`config.mk`:
```
export PLATFORM = sky130hd
export DESIGN_NAME = dlsc_cpu1_icache_fill
export DESIGN_NICKNAME = d
export VERILOG_FILES = /design/src/rtl/dlsc_cpu1_icache_fill.sv
export SDC_FILE = /design/constraint.sdc
export NUM_CORES = 1
export LEC_CHECK = 0
export BUFFER_PORTS_ARGS = -buffer_cell sky130_fd_sc_hd__buf_4
export CAP_MARGIN = 30
export CORE_ASPECT_RATIO = 1.5
export CORE_UTILIZATION = 40
export DETAILED_ROUTE_END_ITERATION = 6
export GPL_ROUTABILITY_DRIVEN = 0
export GPL_TIMING_DRIVEN = 0
export HOLD_SLACK_MARGIN = 0.08
export PLACE_DENSITY = 0.8
export SLEW_MARGIN = 25
export SYNTH_ARGS = -nofsm -noshare
export SYNTH_HDL_FRONTEND = slang
export SYNTH_SLANG_ARGS = --single-unit
```
`constraint.sdc`:
```
create_clock -name clk -period 6.65 [get_ports clk]
set_input_delay 0.9975 -clock clk [delete_from_list [all_inputs] [get_ports clk]]
set_output_delay 0.9975 -clock clk [all_outputs]
set_load 0.005 [all_outputs]
```
`src/rtl/dlsc_cpu1_icache_fill.sv`:
```
// ---------------------------------------------------------------------------
// dlsc_cpu1_icache_fill
//
// Line-fill controller for the write side of the instruction-cache way array.
// A qualified miss from the fetch stage (word address + one-hot victim way)
// becomes a single line-aligned read burst to memory. The returned words are
// streamed into the victim way. The first beat writes the tag as valid but
// incomplete. The last beat marks the tag complete. The block also runs the
// invalidate sweep after reset or flush, touching every set once with wr_init.
//
// Ports
//   clk, rst           clock, asynchronous active-high reset
//   miss_i             fetch-stage miss, only looked at while idle
//   miss_addr_i        word address that missed
//   miss_waylru_i      one-hot victim way
//   flush_i            invalidate the whole cache (pulse)
//   busy_o             sweep or fill in progress; fetch must stall
//   fill_done_o        one-cycle pulse after the last line word was written
//   error_o            sticky; mem_rd_last disagreed with the beat count
//   mem_cmd_*          burst command (valid/ready, line address, beats-1)
//   mem_rd_*           burst read data (valid/ready, data, last)
//   wr_init_o          invalidate-sweep strobe
//   wr_addr_o          cache write address
//   wr_way_o           write way select
//   wr_en_o            data write strobe
//   wr_data_o          data write value
//   wr_en_tag_o        tag write strobe (valid bit follows wr_en)
//   wr_last_o          tag-complete marker on the final word
// ---------------------------------------------------------------------------
module dlsc_cpu1_icache_fill #(
    parameter int ADDR = 30,
    parameter int DATA = 32,
    parameter int LINE = 4,
    parameter int SIZE = 9,
    parameter int WAYS = 1
) (
    input  logic            clk,
    input  logic            rst,

    input  logic            miss_i,
    input  logic [ADDR-1:0] miss_addr_i,
    input  logic [WAYS-1:0] miss_waylru_i,
    input  logic            flush_i,

    output logic            busy_o,
    output logic            fill_done_o,
    output logic            error_o,

    input  logic            mem_cmd_ready_i,
    output logic            mem_cmd_valid_o,
    output logic [ADDR-1:0] mem_cmd_addr_o,
    output logic [LINE-1:0] mem_cmd_len_o,

    output logic            mem_rd_ready_o,
    input  logic            mem_rd_valid_i,
    input  logic [DATA-1:0] mem_rd_data_i,
    input  logic            mem_rd_last_i,

    output logic            wr_init_o,
    output logic [ADDR-1:0] wr_addr_o,
    output logic [WAYS-1:0] wr_way_o,
    output logic            wr_en_o,
    output logic [DATA-1:0] wr_data_o,
    output logic            wr_en_tag_o,
    output logic            wr_last_o
);

    typedef enum logic [1:0] {
        ST_INIT,
        ST_IDLE,
        ST_CMD,
        ST_DATA
    } state_t;

    // Word-offset bits inside a line; cleared to form the burst address.
    localparam logic [ADDR-1:0] OFS_MASK = {{(ADDR-LINE){1'b0}}, {LINE{1'b1}}};

    state_t          state_q,      state_d;
    logic [SIZE-1:0] sweep_q,      sweep_d;
    logic [LINE-1:0] beat_q,       beat_d;
    logic [ADDR-1:0] line_q,       line_d;
    logic [WAYS-1:0] way_q,        way_d;
    logic            flush_pend_q, flush_pend_d;
    logic            error_q,      error_d;
    logic            busy_q,       busy_d;
    logic            fill_done_q,  fill_done_d;
    logic            wr_init_q,    wr_init_d;
    logic [ADDR-1:0] wr_addr_q,    wr_addr_d;
    logic [WAYS-1:0] wr_way_q,     wr_way_d;
    logic            wr_en_q,      wr_en_d;
    logic            wr_en_tag_q,  wr_en_tag_d;
    logic            wr_last_q,    wr_last_d;
    logic [DATA-1:0] wr_data_q,    wr_data_d;

    logic [SIZE-1:0] sweep_inc;
    logic            beat_final;

    assign sweep_inc  = sweep_q + 1'b1;
    assign beat_final = &beat_q;

    always_comb begin
        state_d      = state_q;
        sweep_d      = sweep_q;
        beat_d       = beat_q;
        line_d       = line_q;
        way_d        = way_q;
        flush_pend_d = flush_pend_q;
        error_d      = error_q;
        busy_d       = busy_q;
        // The pulse lands one cycle after the cycle that carried the final write.
        fill_done_d  = wr_last_q;
        wr_init_d    = wr_init_q;
        wr_addr_d    = wr_addr_q;
        wr_way_d     = wr_way_q;
        wr_en_d      = 1'b0;
        wr_en_tag_d  = 1'b0;
        wr_last_d    = 1'b0;
        wr_data_d    = wr_data_q;

        unique case (state_q)
            ST_INIT: begin
                // Registered outputs always show the current sweep index.
                // Arriving from a fill, the output register still holds the
                // final line write, so the first INIT cycle only loads index 0.
                // A flush here restarts the sweep the same way.
                if (flush_i || !wr_init_q) begin
                    sweep_d   = '0;
                    wr_init_d = 1'b1;
                    wr_addr_d = '0;
                end else if (&sweep_q) begin
                    state_d   = ST_IDLE;
                    wr_init_d = 1'b0;
                    busy_d    = 1'b0;
                end else begin
                    sweep_d   = sweep_inc;
                    wr_addr_d = ADDR'(sweep_inc);
                end
            end

            ST_IDLE: begin
                // Flush beats a simultaneous miss; fetch will miss again later.
                if (flush_i) begin
                    state_d   = ST_INIT;
                    sweep_d   = '0;
                    wr_init_d = 1'b1;
                    wr_addr_d = '0;
                    busy_d    = 1'b1;
                end else if (miss_i) begin
                    state_d = ST_CMD;
                    line_d  = miss_addr_i & ~OFS_MASK;
                    way_d   = (WAYS == 1) ? {WAYS{1'b1}} : miss_waylru_i;
                    beat_d  = '0;
                    busy_d  = 1'b1;
                end
            end

            ST_CMD: begin
                if (flush_i) begin
                    flush_pend_d = 1'b1;
                end
                if (mem_cmd_ready_i) begin
                    state_d = ST_DATA;
                end
            end

            ST_DATA: begin
                // An accepted burst is always drained; a flush only picks the
                // state that follows it.
                if (flush_i) begin
                    flush_pend_d = 1'b1;
                end
                if (mem_rd_valid_i) begin
                    wr_en_d     = 1'b1;
                    wr_way_d    = way_q;
                    wr_addr_d   = line_q | ADDR'(beat_q);
                    wr_data_d   = mem_rd_data_i;
                    wr_en_tag_d = (beat_q == '0) || beat_final;
                    wr_last_d   = beat_final;
                    if (mem_rd_last_i != beat_final) begin
                        error_d = 1'b1;
                    end
                    // The burst length comes from the counter, not mem_rd_last.
                    beat_d = beat_q + 1'b1;
                    if (beat_final) begin
                        if (flush_pend_q || flush_i) begin
                            state_d      = ST_INIT;
                            sweep_d      = '0;
                            flush_pend_d = 1'b0;
                        end else begin
                            state_d = ST_IDLE;
                            busy_d  = 1'b0;
                        end
                    end
                end
            end

            default: begin
                state_d = ST_INIT;
            end
        endcase
    end

    always_ff @(posedge clk or posedge rst) begin
        if (rst) begin
            state_q      <= ST_INIT;
            sweep_q      <= '0;
            beat_q       <= '0;
            line_q       <= '0;
            way_q        <= '0;
            flush_pend_q <= 1'b0;
            error_q      <= 1'b0;
            busy_q       <= 1'b1;
            fill_done_q  <= 1'b0;
            wr_init_q    <= 1'b1;
            wr_addr_q    <= '0;
            wr_way_q     <= '0;
            wr_en_q      <= 1'b0;
            wr_en_tag_q  <= 1'b0;
            wr_last_q    <= 1'b0;
        end else begin
            state_q      <= state_d;
            sweep_q      <= sweep_d;
            beat_q       <= beat_d;
            line_q       <= line_d;
            way_q        <= way_d;
            flush_pend_q <= flush_pend_d;
            error_q      <= error_d;
            busy_q       <= busy_d;
            fill_done_q  <= fill_done_d;
            wr_init_q    <= wr_init_d;
            wr_addr_q    <= wr_addr_d;
            wr_way_q     <= wr_way_d;
            wr_en_q      <= wr_en_d;
            wr_en_tag_q  <= wr_en_tag_d;
            wr_last_q    <= wr_last_d;
        end
    end

    // Write data is qualified by wr_en, so it needs no reset.
    always_ff @(posedge clk) begin
        wr_data_q <= wr_data_d;
    end

    assign busy_o          = busy_q;
    assign fill_done_o     = fill_done_q;
    assign error_o         = error_q;

    assign mem_cmd_valid_o = (state_q == ST_CMD);
    assign mem_cmd_addr_o  = line_q;
    assign mem_cmd_len_o   = {LINE{1'b1}};
    assign mem_rd_ready_o  = (state_q == ST_DATA);

    assign wr_init_o       = wr_init_q;
    assign wr_addr_o       = wr_addr_q;
    assign wr_way_o        = wr_way_q;
    assign wr_en_o         = wr_en_q;
    assign wr_data_o       = wr_data_q;
    assign wr_en_tag_o     = wr_en_tag_q;
    assign wr_last_o       = wr_last_q;

endmodule

```
==> metrics.yaml <==
status:
  status: "finished clean"
power_and_ir_drop:
  leakagePower_nw: 3.28
  power.switching_mw: 0.340
  swShare: 0.203
  power.total_mw: 1.67
  p_per_area_mw_per_mm2: 255
  p_comb_frac: 0.034
  p_seq_frac: 0.431
  peakVddDrop_mv: 0.161
  p_clk_frac: 0.536
  intPower_mw: 1.33
critical_path:
  cp-start-kind: "flop"
  cpLargestDelayFamily: "buffers and inverters"
  critPathRequiredTime_ps: 5650
  worstPathCellList: "and2_1 > buf_6 > clkbuf_1 > buf_4"
  critical_path_class: "flop to primary output"
  critical_path_buf_inv_count: 3
  cpPeakStageDelay_ps: 410
  r2r_end: "sweep_q[1]"
  ff2ff_setup_slack_ps: 4140
  r2r-start: "sweep_q[0]"
  critPathMaxFanout: 10
  r2r_cells: 8
  slowest_stage: "clkbuf_1"
  arrival_ps: 1730
  end_kind: "primary output"
yosys:
  synth_fa_ha_area_frac: 0.0111
  synth-compound-area-share: 0.0670
  synth-seq-cells: 113
  yosysTopAreaCell: "dfrtp_1"
  synthSimpleGateAreaFrac: 0.133
  yosys.area.top_type_share: 0.438
  yosys_warnings: 0
  synth_top_family_by_area: "simple AND/OR/NAND/NOR gates"
  synth.avg_cell_area_um2: 12.5
  ys_seq_area_frac: 0.662
  synth.mux.area_fraction: 0.0720
  synthTopCellsByArea: "dfrtp_1, edfxtp_1, mux2_2"
  synth_xor_area_frac: 0.00969
  synthDistinctLibCells: 46
  synth_cells: 361
  synth_edf_count: 32
  async_flop_share: 0.717
  ys.flop_type: "dfrtp_1"
  syn_area_mm2: 0.00452
final_layout:
  n_antenna_cell: 0
  num-fill-cells: 883
  layout-drive-gt1-share: 0.450
  utilization: 0.597
  design_area_mm2: 0.00656
  finalNetCount: 623
  areaGrowthSynthToFinish_pct: 45.3
  fin_cells: 709
routing:
  dr.first_iter.drc_count: 143
  wl_per_cell_um: 15.0
  drt_wl_total_um: 10700
  drt-pass1-iter-count: 4
  drc: 0
  vias: 3418
  final_antenna_net_count: 0
  vias_per_cell: 4.82
sta:
  tightest_slew_ps: 591
  fin_skew_ps: 7.13
  max_slew_margin: 0.606
  fmax_ghz: 0.367
  hold_ws_ps: 377
  fin_ws_ps: 3920
  maxSlewViolCount: 0
  setup_tns_ps: 0
  setup_viol: 0
  fin_crit_ps: 2730
  finalCritPeriodShare: 0.410
  rsz0062_at_grt: "no"
  hold_viol: 0
floorplanning:
  core-area_mm2: 0.0110
  fp.dieH_um: 132
  start_util: 0.411
  rows: 47
  dieArea_mm2: 0.0117
  die_w_um: 88.8
  io_pins: 176
global_routing:
  grt_max_degree: 43
  grt_pass1_wl_um: 16900
  grt_overflow: 0
  grt_pass1_vias: 3415
  antenna_found_initial: 0
  grt.total_usage: 0.193
clock_tree:
  cts_resized: 0
  cts_sinks: 113
  h-tree-depth: 4
  clk_pin_slew_ps: 50
  cts_tree: "yes"
  cts_inserted_buffers: 17
  hold_buffers: 0
  cts_root_buf: "clkbuf_16"
  clk_latency_ps: 400
  cts_setup_buffers: 0
  cts.path.max_buffers: 2
placement:
  place_ws_ps: 3990
  dp_cells: 677
  portBuffers: 162
  post-dp-hpwl_um: 7740
  post_dp_cell_area_mm2: 0.00596
min_path:
  hold_depth: 0
  hold_end: "fill_done_o"
  hold_path_class: "flop to flop"
  hold_start: "wr_last_o"
run:
  maxCapViolations: 0
==> Yosys cell counts (3+ instances only) <==
cell and number:
dfrtp_1 79, buf_4 10, inv_1 4, xor2_1 3, o21a_1 3, a31oi_1 3, buf_2 5, nand3_1 25
edfxtp_1 32, clkbuf_1 7, buf_6 4, a21oi_1 6, ha_1 4, a21o_1 3, o21ai_0 16, nor3_1 5
nor2_1 14, nor2b_1 3, nand2_1 71, mux2_2 28
==> routing by layer <==
layer	wire [um]	up-vias	GRT usage
li1	-	1620	-
met1	3860	1636	0.202
met2	5740	125	0.335
met3	606	37	0.0513
met4	454	0	0.119
met5	0	-	0
==> power by group through the flow <==
stage | clock (mW) | sequential (mW) | combinational (mW)
5_1_grt | 0.942 | 0.721 | 0.0622
2_1_floorplan | 0 | 0.733 | 0.0191
3_3_place_gp | 0 | 0.733 | 0.0541
4_1_cts | 0.910 | 0.721 | 0.0578
6_report | 0.897 | 0.721 | 0.0565
3_5_place_dp | 0 | 0.733 | 0.0575
==> logic make-up after synthesis <==
| kind of cell | after synthesis |
|---|---|
| compound gates | 45 |
| buf+inv | 32 |
| mux | 29 |
| other cells | 2 |
| xor+xnor | 5 |
| simple gates | 131 |
| fa+ha+maj | 4 |
| flops | 113 |
==> flip-flops by register name (all words and copies together) (netlist names), named ones only <==
signal	count
fill_done_o	1
way_q	1
flush_pend_q	1
beat_q	4
wr_init_o	1
wr_addr_o	30
wr_en_tag_o	1
wr_last_o	1
wr_en_o	1
error_o	1
wr_way_o	1
sweep_q	9
state_q	1
wr_data_o	32
mem_cmd_addr_o	26
busy_o	1
==> area by class of cell <==
cell class	instances	area (um^2)	area share
flip-flops and latches	113	2990	0.456
multi-input cells	222	1350	0.206
repair buffers	163	1240	0.188
clock buffers	20	468	0.0713
well taps	147	184	0.0280
plain buffers	27	175	0.0267
clock inverters	12	131	0.0200
inverters	5	23.8	0.00362
==> cell usage in the layout (no fill, tap or decap), types with 2 or more instances in the layout <==
cell type,Yosys,final
a211oi_1,2,2
a21o_1,3,3
a21oi_1,6,6
a22o_1,2,2
a2bb2oi_1,2,2
a31oi_1,3,3
a31oi_2,2,2
buf_2,5,5
buf_4,10,172
buf_6,4,4
bufinv_16,0,2
clkbuf_1,7,8
clkbuf_16,0,18
clkinv_2,0,3
clkinv_4,0,2
clkinvlp_4,0,4
conb_1,2,8
dfrtp_1,79,79
dfstp_2,2,2
edfxtp_1,32,32
ha_1,4,4
inv_1,4,3
inv_4,1,2
mux2_2,28,28
nand2_1,71,71
nand3_1,25,25
nand4_1,2,2
nor2_1,14,14
nor2b_1,3,3
nor3_1,5,5
o21a_1,3,3
o21ai_0,16,16
o31ai_1,2,2
or3_1,2,2
xnor2_1,2,2
xor2_1,3,3
==> worst max-delay path by stage <==
stage | from | to | slack (ps) | cells past startpoint
after floorplan | rst | async pin | 3580 | 1
after global placement | rst | mem_cmd_addr_o[29] | 2660 | 2
after detailed placement | flush_i | sweep_q[1] | 3990 | 6
after CTS | flop | mem_rd_ready_o | 3940 | 4
after global routing | flop | mem_rd_ready_o | 3800 | 4
final | flop | mem_rd_ready_o | 3920 | 4
(Power assumes the default switching activity.)
